==> src/rtl/gpio_write_arbiter.sv <==
// gpio_write_arbiter
//   Round-robin arbiter that lets four requesters share one GPIO register
//   write port. Each granted write takes a fixed three cycles: IDLE
//   (arbitrate and latch), ISSUE (CS strobe) and ACK (one-hot Ack pulse).
//
// Ports
//   CLK       rising-edge system clock
//   RST       asynchronous active-low reset (0 = reset asserted)
//   Req       [3:0] level requests, each held until its Ack is seen
//   ReqAddr   [7:0] requester i drives its GPIO bit index on [2i+1:2i]
//   ReqValue  [3:0] requester i drives its bit value on bit i
//   Ack       [3:0] one-cycle completion pulse, at most one bit set
//   Addr      [1:0] GPIO bit index for the current write
//   Value     bit value for the current write
//   CS        GPIO write strobe, one cycle per issued write
//   GrantId   [1:0] current or most recent winner
//   Busy      high whenever the FSM is not in IDLE
//   Shadow    [3:0] copy of the GPIO bits (only with GPIO_ARB_SHADOW_EN)
//
// Build option
//   GPIO_ARB_SHADOW_EN : adds the Shadow output and suppresses CS for
//   writes that would not change the stored bit. Timing is unchanged.

module gpio_write_arbiter (
  input  logic       CLK,
  input  logic       RST,
  input  logic [3:0] Req,
  input  logic [7:0] ReqAddr,
  input  logic [3:0] ReqValue,
  output logic [3:0] Ack,
  output logic [1:0] Addr,
  output logic       Value,
  output logic       CS,
  output logic [1:0] GrantId,
  output logic       Busy
`ifdef GPIO_ARB_SHADOW_EN
  ,
  output logic [3:0] Shadow
`endif
);

  typedef enum logic [1:0] {
    IDLE  = 2'd0,
    ISSUE = 2'd1,
    ACK   = 2'd2
  } state_t;

  state_t     state_reg;
  logic [1:0] last_grant_reg;

  // Per-requester views of the packed address bus.
  logic [1:0] addr_slice [4];

  genvar gi;
  generate
    for (gi = 0; gi < 4; gi++) begin : g_slice
      assign addr_slice[gi] = ReqAddr[2*gi+1:2*gi];
    end
  endgenerate

  // Round-robin search: first set request starting one past the last winner.
  // The k=4 step wraps back onto the last winner itself, so a lone
  // re-requester is still found.
  logic       win_found;
  logic [1:0] win_id;
  logic [1:0] cand;

  always_comb begin
    win_found = 1'b0;
    win_id    = 2'd0;
    cand      = 2'd0;
    for (int k = 1; k <= 4; k++) begin
      cand = last_grant_reg + 2'(k);
      if (!win_found && Req[cand]) begin
        win_found = 1'b1;
        win_id    = cand;
      end
    end
  end

  logic [1:0] win_addr;
  logic       win_value;
  logic       write_needed;

  assign win_addr  = addr_slice[win_id];
  assign win_value = ReqValue[win_id];

`ifdef GPIO_ARB_SHADOW_EN
  // A write that matches the stored bit still runs the full sequence,
  // only the strobe is withheld.
  assign write_needed = (Shadow[win_addr] != win_value);
`else
  assign write_needed = 1'b1;
`endif

  always_ff @(posedge CLK or negedge RST) begin
    if (!RST) begin
      state_reg      <= IDLE;
      last_grant_reg <= 2'd3;   // requester 0 wins the first arbitration
      Ack            <= 4'd0;
      Addr           <= 2'd0;
      Value          <= 1'b0;
      CS             <= 1'b0;
      GrantId        <= 2'd0;
      Busy           <= 1'b0;
`ifdef GPIO_ARB_SHADOW_EN
      Shadow         <= 4'd0;
`endif
    end else begin
      CS  <= 1'b0;
      Ack <= 4'd0;
      case (state_reg)
        IDLE: begin
          if (win_found) begin
            Addr           <= win_addr;
            Value          <= win_value;
            GrantId        <= win_id;
            last_grant_reg <= win_id;
            CS             <= write_needed;
            Busy           <= 1'b1;
            state_reg      <= ISSUE;
          end
        end
        ISSUE: begin
          Ack       <= 4'b0001 << GrantId;
          state_reg <= ACK;
`ifdef GPIO_ARB_SHADOW_EN
          Shadow[Addr] <= Value;
`endif
        end
        ACK: begin
          Busy      <= 1'b0;
          state_reg <= IDLE;
        end
        default: begin
          Busy      <= 1'b0;
          state_reg <= IDLE;
        end
      endcase
    end
  end

endmodule

==> config.mk <==
export PLATFORM = sky130hd
export DESIGN_NAME = gpio_write_arbiter
export DESIGN_NICKNAME = d
export VERILOG_FILES = /design/src/rtl/gpio_write_arbiter.sv
export SDC_FILE = /design/constraint.sdc
export NUM_CORES = 1
export LEC_CHECK = 0
export ABC_AREA = 1
export ABC_CLOCK_PERIOD_IN_PS = 2300
export CORE_MARGIN = 2
export CORE_UTILIZATION = 48
export CTS_BUF_LIST = sky130_fd_sc_hd__clkbuf_2
export DETAILED_ROUTE_END_ITERATION = 16
export HOLD_SLACK_MARGIN = 0.12
export MAX_ROUTING_LAYER = met4
export PLACE_DENSITY = 0.81
export SLEW_MARGIN = 20
export SYNTH_ARGS = -nofsm -noshare
export SYNTH_HDL_FRONTEND = slang
export SYNTH_SLANG_ARGS = --single-unit
==> constraint.sdc <==
create_clock -name CLK -period 2.3 [get_ports CLK]
set_clock_uncertainty 0.15 [all_clocks]
set_input_delay 0.46 -clock CLK [delete_from_list [all_inputs] [get_ports CLK]]
set_output_delay 0.46 -clock CLK [all_outputs]
set_load 0.02 [all_outputs]
### Yosys cells after proc, flatten, opt, wreduce, memory -nomap -nowiden

Cells that the tools add are included.

| word-level totals | value |
|---|---|
| flip-flop bits (word level) | 15 |
| bits of input ports | 18 |
| output and inout port bits | 11 |
| logic and storage cells | 59 |

| cells by class | value |
|---|---|
| add/sub/neg operators | 3 |
| $lt $le $gt $ge | 6 |
| equal/unequal tests | 2 |
| shift-type cells | 1 |
| muxes and demuxes | 28 |
| bitwise gates (word level) | 2 |
| reductions and logical operators | 9 |

Operator list:

| operator | number |
|---|---|
| 2-bit by 3-bit < comparator with 1-bit output, second input constant | 5 |
| 2-bit two-way mux | 7 |
| 1-bit two-way mux | 12 |
| 1-bit binary-select mux with 2-bit select | 5 |
| 2-bit adder, second input constant | 2 |
| 2-bit binary-select mux with 2-bit select | 1 |
| 4-bit two-way mux | 1 |
| 2-bit one-hot mux with 2 select lines | 1 |
| 2-bit AND reduction | 2 |
| 1-bit by 2-bit << shifter with 4-bit output, first input constant | 1 |
| 3-bit >= comparator, second input constant | 1 |
| 1-bit logical AND | 3 |
| 1-bit logical NOT | 3 |
| 2-bit inverter with 3-bit output | 1 |
| 2-bit by 1-bit adder with 2-bit output, second input constant | 1 |
| 2-bit by 1-bit equality test with 1-bit output, second input constant | 1 |
| 2-bit logical NOT | 1 |
| 2-bit != test, second input constant | 1 |
| 1-bit one-hot mux with 2 select lines | 1 |
| 1-bit inverter | 1 |

### Longest topological paths before layout

Gate-level depths: netlist (run 1).

| logic depth | value |
|---|---|
| word-level depth | 17 |
| mapped depth | 15 |
| gate-level depth less buffers | 14 |

### Worst setup path before layout (run 1)

No wires, ideal clock.

| path | value |
|---|---|
| path kind | register to register |
| from | register last_grant_reg[0] |
| to | register Addr[0] |
| library setup time | 0.117 ns |
| arrival | 1.529 ns |
| required time | 2.033 ns |
| slack | 0.504 ns |
| cell stages (with the launch flop) | 15 |
| buffers on the path | 1 |
| clock period less this slack | 1.796 ns |
| cell sequence | dfstp_2 -> buf_6 -> inv_6 -> nand2_1 -> nand2_2 -> nand2_4 -> nand2_4 -> nor2_8 -> nand2_2 -> nor2_2 -> nand2_1 -> nand2_2 -> nand3_1 -> nand3_1 -> nand2_1 |

| between the ends | value |
|---|---|
| word-level cells in the longest chain between the ends | 17 |
| elaborated cells between the ends (all ways) | 30 |
| those cells by class | add/sub: 3; mux: 19; bitwise: 1; reduce/logical: 7 |

RTL lines:

| element | RTL line | source |
|---|---|---|
| from (decl) | 49 | `logic [1:0] last_grant_reg;` |
| from (signal assigned) | 118 | `last_grant_reg <= win_id;` |
| 2-bit by 1-bit adder with 2-bit output | 73 | `cand = last_grant_reg + 2'(k);` |
| 1-bit binary-select mux with 2-bit select | 74 | `if (!win_found && Req[cand]) begin` |
| 1-bit two-way mux (not written as such) | 74 |  |
| 1-bit two-way mux | 74 |  |
| 1-bit logical NOT | 74 |  |
| 1-bit logical AND | 74 |  |
| 1-bit two-way mux | 74 |  |
| 1-bit logical NOT | 74 |  |
| 1-bit logical AND | 74 |  |
| 1-bit two-way mux | 74 |  |
| 1-bit logical NOT | 74 |  |
| 1-bit logical AND | 74 |  |
| 2-bit two-way mux | 74 |  |
| 2-bit inverter with 3-bit output (not written as such) | 85 | `assign win_addr = addr_slice[win_id];` |
| 2-bit binary-select mux with 2-bit select | 85 |  |
| 2-bit two-way mux (not written as such) (2 in series) | 85 |  |
| to (signal assigned) | 115 | `Addr <= win_addr;` |
| to (decl) | 31 | `output logic [1:0] Addr,` |

Parallel ways exist; a longest one is shown, timed or not. The select of a mux whose other input is x is not followed.
A chain may end at the register's enable or synchronous reset.

### Worst setup path in the final report (run 1)

| path | value |
|---|---|
| from | register last_grant_reg[0] |
| to | register GrantId[0] |

| between the ends | value |
|---|---|
| word-level cells in the longest chain between the ends | 14 |
| elaborated cells between the ends (all ways) | 26 |
| those cells by class | add/sub: 3; mux: 16; reduce/logical: 7 |

RTL lines:

| element | RTL line | source |
|---|---|---|
| 2-bit by 1-bit adder with 2-bit output | 73 |  |
| 1-bit binary-select mux with 2-bit select | 74 |  |
| 1-bit two-way mux (not written as such) | 74 |  |
| 1-bit two-way mux | 74 |  |
| 1-bit logical NOT | 74 |  |
| 1-bit logical AND | 74 |  |
| 1-bit two-way mux | 74 |  |
| 1-bit logical NOT | 74 |  |
| 1-bit logical AND | 74 |  |
| 1-bit two-way mux | 74 |  |
| 1-bit logical NOT | 74 |  |
| 1-bit logical AND | 74 |  |
| 1-bit two-way mux | 74 |  |
| 2-bit AND reduction (no line) | - |  |
| to (signal assigned) | 117 | `GrantId <= win_id;` |
| to (decl) | 34 | `output logic [1:0] GrantId,` |

Parallel ways exist; a longest one is shown, timed or not. The select of a mux whose other input is x is not followed.

==> results of run 1 <==
## cells by family (layout without fill, tap and decap cells)
group                  after synthesis  count (layout)  share of synthesized area
AO/OA/AOI/OAI                        5               5                    0.02544
buffers and inverters               18              49                    0.08651
flip-flops                          15              15                     0.3842
AND/OR/NAND/NOR                     85              85                     0.5038
## power by group through the flow
stage	clock network, mW	registers [mW]	logic [mW]
after floorplan	0	0.566	1.13
final	0.126	0.503	1.56
after detailed placement	0	0.509	1.57
after global placement	0	0.505	1.52
after CTS	0.127	0.502	1.58
after global routing	0.140	0.518	1.74
## metal layers
metal / vias to the layer above / track usage
met1: 427 / 0.2327
li1: 459 / -
met4: 0 / 0.04286
met3: 0 / 0.07055
met5: - / -
met2: 28 / 0.3559
## synth_stat cells, types with 2 or more instances
master	count	area, um2
nand2_1	36	135.1
nand3_1	15	75.07
dfrtp_1	13	325.3
inv_1	11	41.29
nand2_2	10	62.56
nand2_4	7	78.83
nand4_1	6	37.54
inv_2	4	15.01
nor3_1	4	20.02
o21ai_1	4	20.02
nand3_4	3	52.55
dfstp_2	2	52.55
inv_6	2	17.52
nor2_1	2	7.510
## stage by stage
step,utilization,hold WS (ns),setup slack (ns)
after detailed placement,0.6624,0.3148,0.07453
after CTS,0.6727,0.3363,0.2802
final,0.6727,0.3347,0.2673
after global routing,0.6727,0.3639,0.09924
after floorplan,-,0.01441,0.5040
after global placement,0.6624,0.3038,0.1094
## critical path, cell delays in order (launching register included)
cell	delay, ns
dfstp_2	0.70
inv_6	0.09
nand2_1	0.09
nand2_2	0.08
nand2_4	0.09
nand2_4	0.07
nor2_8	0.11
nand3_4	0.14
nand2_4	0.14
inv_6	0.06
nand3_1	0.11
o21ai_1	0.09
## area by class of cell
cell class | instances | area share
clock inverter | 1 | 0.003831
clock buffer | 3 | 0.01149
inverter | 17 | 0.05651
tap | 27 | 0.02586
timing repair buffer | 28 | 0.2146
sequential | 15 | 0.2893
multi-input combinational | 90 | 0.3985
## worst max path at each step
stage / endpoint / slack, ns / cells after the start
CTS: GrantId[0] / 0.28 / 11
global route: Value / 0.1 / 11
detailed placement: GrantId[0] / 0.07 / 11
floorplan: Addr[0] / 0.50 / 14
finish: GrantId[0] / 0.27 / 11
global placement: Value / 0.11 / 13
==> results.md, run 1 <==
- Status: finished, final reports clean
- Dpl cells: around 180
- Reg power frac: 0.230
- CTS tree: built
- Dpl cell area: 0.001286 mm2
- Root Buffer: clkbuf_2
- Critical R2R Launch: last_grant_reg[0]
- Critical path peak fanout: 10
- Metal1 wirelength: 891 um
- Design area: 0.001306 mm2
- Power per cell area: about 1700 mW/mm2
- Register area share after synthesis: 0.3842
- Reg2reg end: GrantId[0]
- Commonest non-fill, non-tap cell in the layout: nand2_1
- Non-filler instance count after layout: 181
- Largest net degree at the start of global routing: 16
- Top Layer Used: met3
- Max-slew violation count: 0
- Syn Area/Cell: 7.995 um2
- Area of the core: 0.001942 mm2
- Hold depth: 1
- Crit path arrival time: 2.08 ns
- Max-Cap Viols: 0
- Critical Path End Type: flip-flop
- Ys async rst share: 1.000
- First DRT Iteration DRCs: 24
- Post-synthesis register bit count: 15
- Layout cells sized above 1: 0.2208
- Post-Syn Instances: 123
- Required @ worst endpoint: 2.34 ns
- Grt ovf: 0
- Crit path launch type: flip-flop
- Max reg flops: 4
- Clock transition at path regs: 0.15 ns
- Antenna Diode Count: 0
- Cell area after synthesis: 983.4 um2
- Post-route DRC: 0
- Clk Latency, worst-skew pair: 0.29 ns
- Final hold violation count: 0
- Critical path class: reg2reg
- Highest-count cells in the layout ignoring fill and taps: nand2_1, clkdlybuf4s50_1, nand3_1
- Worst slew pin tran: just over 0.6 ns
- Net Count, Synth: 141
- GRT Overall Usage: 0.2071
- Net switching power: approximately 1.2 mW
- Port bufs: 28
- Nets@finish: 173
- Multi-input logic area: ~520 um2
- Hold Crit Start: state_reg[1]
- Final Total Pwr: 2.190 mW
- Post-CTS Setup Inserts: 0
- Crit. Startpoint: last_grant_reg[0]
- Final GP Congestion: 0.8425
- Rel. slew slack: 0.5840
- Setup violators final: 0
- Filler cell count: 171
- Area Growth Syn to Fin: 32.82%
- # IOs: 29
- DIE WIDTH: 49.27 um
- Clock period minus worst slack: just over 2 ns
- CTS H-tree depth: 1
- Vias per cell: 5.050
- Clock Tree Buf Depth: 2
- Initial DRT Pass Iterations: 5
- CTS Sinks: 15
- Number of enable flip-flop cells after synthesis: 0
- Period utilization: 0.8838
- Max Fclk: 492.0 MHz
- Setup slack, reg-to-reg: 0.27 ns
- Comb power frac: 0.713
- Routed Antenna Nets: 0
- Cts repair resizes: 0
- Synth Flop Type: dfrtp_1
- Fraction of power spent switching nets: 0.5322
- Largest reg by FF count: Ack
- TritonCTS buffer count: 3
- Sequential Area: approximately 380 um2
- Initial antenna violation count: 0
- Int Pwr: 1.024 mW
- Die span in y: just under 50 um
- Met2 Wirelength: 1.092 mm
- Warnings, synthesis: 0
- Std cell rows: 16
- Routed WL: 2.127 mm
- DR vias: 914
- Detail Placement HPWL: about 1.7 mm
- RSZ-0062 raised after global routing: no
- FF-to-FF path depth: 11
- Wire per inst: roughly 12 um
- Worst min path class: reg2reg
- Setup TNS: 0 ns
- Maximum vdd drop: roughly 0.81 mV
- Synth cell types: 18
- CTS Hold Buffers Added: 0
- First-pass GRT wire length: 3.815 mm
- Initial Utilization: 0.5064
- Clock power frac: 0.057
- Hold Crit Endpoint: state_reg[1]
- Met3 routed WL: 143 um
- Die area: 0.002427 mm2
- Leak: 0.6464 nW
- Vias in the first global route: about 870
No activity file was read; power rests on OpenSTA's default activity.
==> inputs of run 2 (changes only) <==
Settings changed: ABC_CLOCK_PERIOD_IN_PS 2300 to 2540, CORE_UTILIZATION 48 to 50, PLACE_DENSITY 0.81 to 0.84.
Clock period 2.3 ns to 2.54 ns, I/O delays scaled along.
==> results.md, run 2 (synthesis results as in run 1) <==
- Status: finished, final reports clean
- Reg power frac: 0.231
- Hold depth: 1
- Vias in the first global route: roughly 860
- Vias per cell: approximately 5
- Fraction of power spent switching nets: 0.5313
- Power per cell area: 1525 mW/mm2
- Filler cell count: 170
- Root Buffer: clkbuf_2
- Layout cells sized above 1: 0.2208
- Clock transition at path regs: between 0.1 and 0.15 ns
- Highest-count cells in the layout ignoring fill and taps: nand2_1, clkdlybuf4s50_1, nand3_1
- Routed Antenna Nets: 0
- Max-Cap Viols: 0
- Comb power frac: 0.714
- Final GP Congestion: 0.8775
- Post-CTS Setup Inserts: 0
- First DRT Iteration DRCs: 21
- Cts repair resizes: 0
- DR vias: about 900
- Multi-input logic area: between 500 and 600 um2
- Clock period minus worst slack: 2.084 ns
- Setup violators final: 0
- GRT Overall Usage: 0.2004
- Commonest non-fill, non-tap cell in the layout: nand2_1
- Crit path launch type: flip-flop
- Leak: 0.6466 nW
- # IOs: 29
- Critical path class: reg2reg
- Dpl cells: approximately 180
- Die area: 0.002338 mm2
- Period utilization: 0.8205
- Required @ worst endpoint: 2.56 ns
- Die span in y: 48.35 um
- Grt ovf: 0
- Critical path peak fanout: 9
- Initial Utilization: 0.5171
- Int Pwr: 0.9338 mW
- Largest net degree at the start of global routing: 16
- Antenna Diode Count: 0
- Worst slew pin tran: 0.6291 ns
- Non-filler instance count after layout: 181
- Setup slack, reg-to-reg: 0.46 ns
- Critical R2R Launch: last_grant_reg[0]
- Clock Tree Buf Depth: 2
- Clock power frac: 0.055
- Largest reg by FF count: Ack
- CTS tree: built
- Net switching power: 1.058 mW
- Critical Path End Type: flip-flop
- Reg2reg end: Addr[1]
- TritonCTS buffer count: 3
- CTS Hold Buffers Added: 0
- Maximum vdd drop: 0.9392 mV
- Post-route DRC: 0
- Area of the core: 0.001902 mm2
- Rel. slew slack: 0.5793
- Setup TNS: 0 ns
- Routed WL: 2.108 mm
- Worst min path class: reg2reg
- Max reg flops: 4
- FF-to-FF path depth: 13
- Nets@finish: approximately 170
- First-pass GRT wire length: 3.622 mm
- CTS Sinks: 15
- Area Growth Syn to Fin: 32.82%
- Port bufs: 28
- Max-slew violation count: 0
- DIE WIDTH: about 48 um
- Std cell rows: 16
- Initial antenna violation count: 0
- RSZ-0062 raised after global routing: no
- Hold Crit Endpoint: state_reg[1]
- Clk Latency, worst-skew pair: between 0.2 and 0.3 ns
- Max Fclk: approximately 480 MHz
- CTS H-tree depth: 1
- Initial DRT Pass Iterations: 4
- Crit path arrival time: 2.10 ns
- Detail Placement HPWL: 1.688 mm
- Sequential Area: 377.9 um2
- Final hold violation count: 0
- Wire per inst: between 10 and 15 um
- Hold Crit Start: state_reg[1]
## run 2: worst max path at each step
stage | start | end | slack (ns) | cells after the start
after floorplan | last_grant_reg[0] | Addr[0] | 0.74 | 14
after global placement | Req[3] | Addr[1] | 0.35 | 14
after detailed placement | Req[2] | Addr[1] | 0.26 | 14
after CTS | last_grant_reg[0] | Addr[1] | 0.45 | 13
after global routing | last_grant_reg[0] | Addr[1] | 0.33 | 13
final | last_grant_reg[0] | Addr[1] | 0.46 | 13
## run 2: routing by layer
metal / GRT usage / vias up / part of all wire
li1: - / 460 / -
met4: 0.08571 / 0 / 0.019
met2: 0.3704 / 28 / 0.54
met1: 0.2238 / 411 / 0.41
met3: 0.01235 / 5 / 0.038
met5: - / - / 0
## run 2: layout make-up
class,instances,area share
clock buffers,4,0.01533
inverters,17,0.05651
multi-input cells,90,0.3985
flip-flops and latches,15,0.2893
well taps,27,0.02586
repair buffers,28,0.2146
## run 2: through the flow
stage	cell area [um2]	setup WS, ns	util	hold WS (ns)	power, mW
5_1_grt	1306	0.3324	0.6868	0.3604	2.152
3_5_place_dp	1286	0.2569	0.6763	0.3236	1.893
6_report	1306	0.4559	0.6868	0.3348	1.992
3_3_place_gp	1286	0.3453	0.6763	0.3072	1.826
4_1_cts	1306	0.4533	0.6868	0.3425	2.005
2_1_floorplan	983.4	0.7440	-	0.06241	1.539
## run 2: power groups by stage
stage / registers, mW / logic (mW) / clock network (mW)
global placement: 0.460 / 1.37 / 0
CTS: 0.460 / 1.43 / 0.111
global route: 0.477 / 1.55 / 0.121
floorplan: 0.512 / 1.03 / 0
finish: 0.461 / 1.42 / 0.109
detailed placement: 0.465 / 1.43 / 0
## run 2: worst max-delay path, stage by stage, from the launching register on
cell	delay [ns]
dfstp_2	0.71
inv_6	0.09
nand2_1	0.09
nand2_2	0.08
nand2_1	0.10
nand2_2	0.07
nand2_2	0.09
nand2_2	0.07
nand2_4	0.12
nand3_4	0.10
nand2_1	0.07
nand3_1	0.08
nand3_1	0.10
nand2_1	0.06
==> inputs of run 3 (changes only) <==
Settings changed: ABC_CLOCK_PERIOD_IN_PS 2540 to 2060, CORE_UTILIZATION 50 to 48, PLACE_DENSITY 0.84 to 0.81.
Clock period 2.54 ns to 2.06 ns, I/O delays scaled along.
==> results.md, run 3 (synthesis results as in run 1) <==
- Vias per cell: 5.059
- Slowest library cell on the worst path: dfstp_2
- Max reg flops: 4
- Power per cell area: between 1500 and 2000 mW/mm2
- CP bufs+invs: 1
- Detail Placement HPWL: 1.775 mm
- Dpl cells: 181
- Initial antenna violation count: 0
- Dpl cell area: 0.001316 mm2
- Crit path launch type: flip-flop
- Critical path class: reg2reg
- First DRT Iteration DRCs: 31
- Largest reg by FF count: Ack
- CTS Hold Buffers Added: 0
- First-pass GRT wire length: roughly 3.8 mm
- Clk Latency, worst-skew pair: about 0.28 ns
- Post-route DRC: 0
- CTS H-tree depth: 1
- Largest net degree at the start of global routing: 16
- Critical path peak fanout: 8
- Period utilization: 0.9490
- Std cell rows: 16
- Required @ worst endpoint: between 2 and 2.5 ns
- Layout cells sized above 1: 0.2484
- DIE WIDTH: between 40 and 50 um
- Max-slew violation count: 0
- # IOs: 29
- Filler cell count: 157
- TritonCTS buffer count: 3
- Non-filler instance count after layout: 188
- Routed Antenna Nets: 0
- Initial DRT Pass Iterations: 4
- Max Fclk: ~510 MHz
- Die span in y: between 40 and 50 um
- Initial Utilization: 0.5064
- Grt ovf: 0
- Maximum vdd drop: 1.108 mV
- Final GP Congestion: between 0.8 and 0.9
- CTS Sinks: 15
- Setup TNS: 0 ns
- Fraction of power spent switching nets: 0.5118
- Area of the core: 0.001942 mm2
- Commonest non-fill, non-tap cell in the layout: nand2_1
- Worst min path class: in2async
- CP Cell Sequence: dlymetal6s2s_1 > nand2_1 > nand2_2 > nand2_1 > nand2_2 > nand2_2 > nand3_4 > nand3_4 > nand2_1 > nand3_1 > nand3_1 > nand2_1
- Clock Tree Buf Depth: 2
- Max-Cap Viols: 0
- Clock period minus worst slack: 1.955 ns
- Die area: between 0.002 and 0.0025 mm2
- Vias in the first global route: 864
- Antenna Diode Count: 0
- Root Buffer: clkbuf_2
- Clock power frac: 0.053
- Worst slew pin tran: approximately 0.62 ns
- Highest-count cells in the layout ignoring fill and taps: nand2_1, clkdlybuf4s50_1, nand3_1
- Comb power frac: 0.744
- Clock transition at path regs: 0.14 ns
- Final hold violation count: 0
- Nets@finish: 180
- Sequential Area: 377.9 um2
- RSZ-0062 raised after global routing: yes
- GRT Overall Usage: 0.2081
- Net switching power: around 1.4 mW
- Most Frequent Cell on Critical Path: nand2_1
- Leak: 0.6941 nW
- Status: finished, final reports clean
- CTS tree: built
- Rel. slew slack: 0.5822
- CP top delay family: simple AND/OR/NAND/NOR gates
- Int Pwr: about 1.3 mW
- Setup violators final: 0
- Multi-input logic area: roughly 520 um2
- Port bufs: 28
- DR vias: 951
- Critical Path End Type: flip-flop
- Design area: 0.001376 mm2
- Slowest stage delay, CP: 0.57 ns
- Reg power frac: 0.203
- Wire per inst: 12.12 um
- Area Growth Syn to Fin: 39.95%
- Routed WL: 2.279 mm
- Crit path arrival time: about 2 ns
run 3: cell count changes in the layout (fill, tap and decap cells not counted), sizes merged:
cell / change
buf: +6
dlymetal6s2s: +1
run 3: timing repair:
action                                  in CTS  in global routing
endpoints found under the setup margin       0                  5
resized for setup                            0                  0
buffers inserted                             0                  3
run 3: cell type report:
class	instances	share of cell area
Multi-Input combinational cell	90	0.3782
Clock buffer	4	0.01455
Tap cell	27	0.02455
Sequential cell	15	0.2745
Inverter	17	0.05364
Timing Repair Buffer	35	0.2545
run 3: final timing paths:
kind / cells after the start / endpoint / slack (ns) / from
max: 12 / Value / 0.11 / last_grant_reg[0]
min: 1 / Addr[1] / 0.34 / RST
max reg2reg: 12 / Value / 0.11 / last_grant_reg[0]
min reg2reg: 1 / Ack[1] / 0.34 / GrantId[1]
max in group asynchronous: 1 / Ack[3] / 1.00 / RST
min in group CLK: 1 / Ack[1] / 0.34 / GrantId[1]
run 3: through the flow:
| step | hold slack (ns) | setup WS [ns] | utilization | power [mW] |
|---|---|---|---|---|
| final | 0.3420 | 0.1050 | 0.7088 | 2.642 |
| after global routing | 0.3710 | -0.03372 | 0.7088 | 2.885 |
| after CTS | 0.3453 | 0.05090 | 0.6881 | 2.571 |
| after detailed placement | 0.3142 | -0.1038 | 0.6778 | 2.426 |
| after global placement | 0.2986 | -0.07895 | 0.6778 | 2.352 |
| after floorplan | -0.03359 | 0.2640 | - | 1.897 |
run 3: layer usage:
metal  global-route usage  share of wire  vias up
li1                     -              -      471
met1               0.2275           0.40      443
met2               0.3671           0.52       37
met3              0.07669          0.086        0
met4              0.02857              0        0
met5                    -              0        -
run 3: worst register-to-register path, stage by stage, from the launching register on:
cell            delay, ns
dfstp_2              0.57
dlymetal6s2s_1       0.19
nand2_1              0.09
nand2_2              0.12
nand2_1              0.08
nand2_2              0.08
nand2_2              0.08
nand3_4              0.12
nand3_4              0.11
nand2_1              0.07
nand3_1              0.07
nand3_1              0.10
nand2_1              0.05
run 3: power groups by stage:
stage	Sequential, mW	Clock, mW	Combinational (mW)
4_1_cts	0.563	0.144	1.86
3_5_place_dp	0.570	0	1.86
3_3_place_gp	0.564	0	1.79
6_report	0.536	0.140	1.97
2_1_floorplan	0.632	0	1.27
5_1_grt	0.553	0.162	2.17
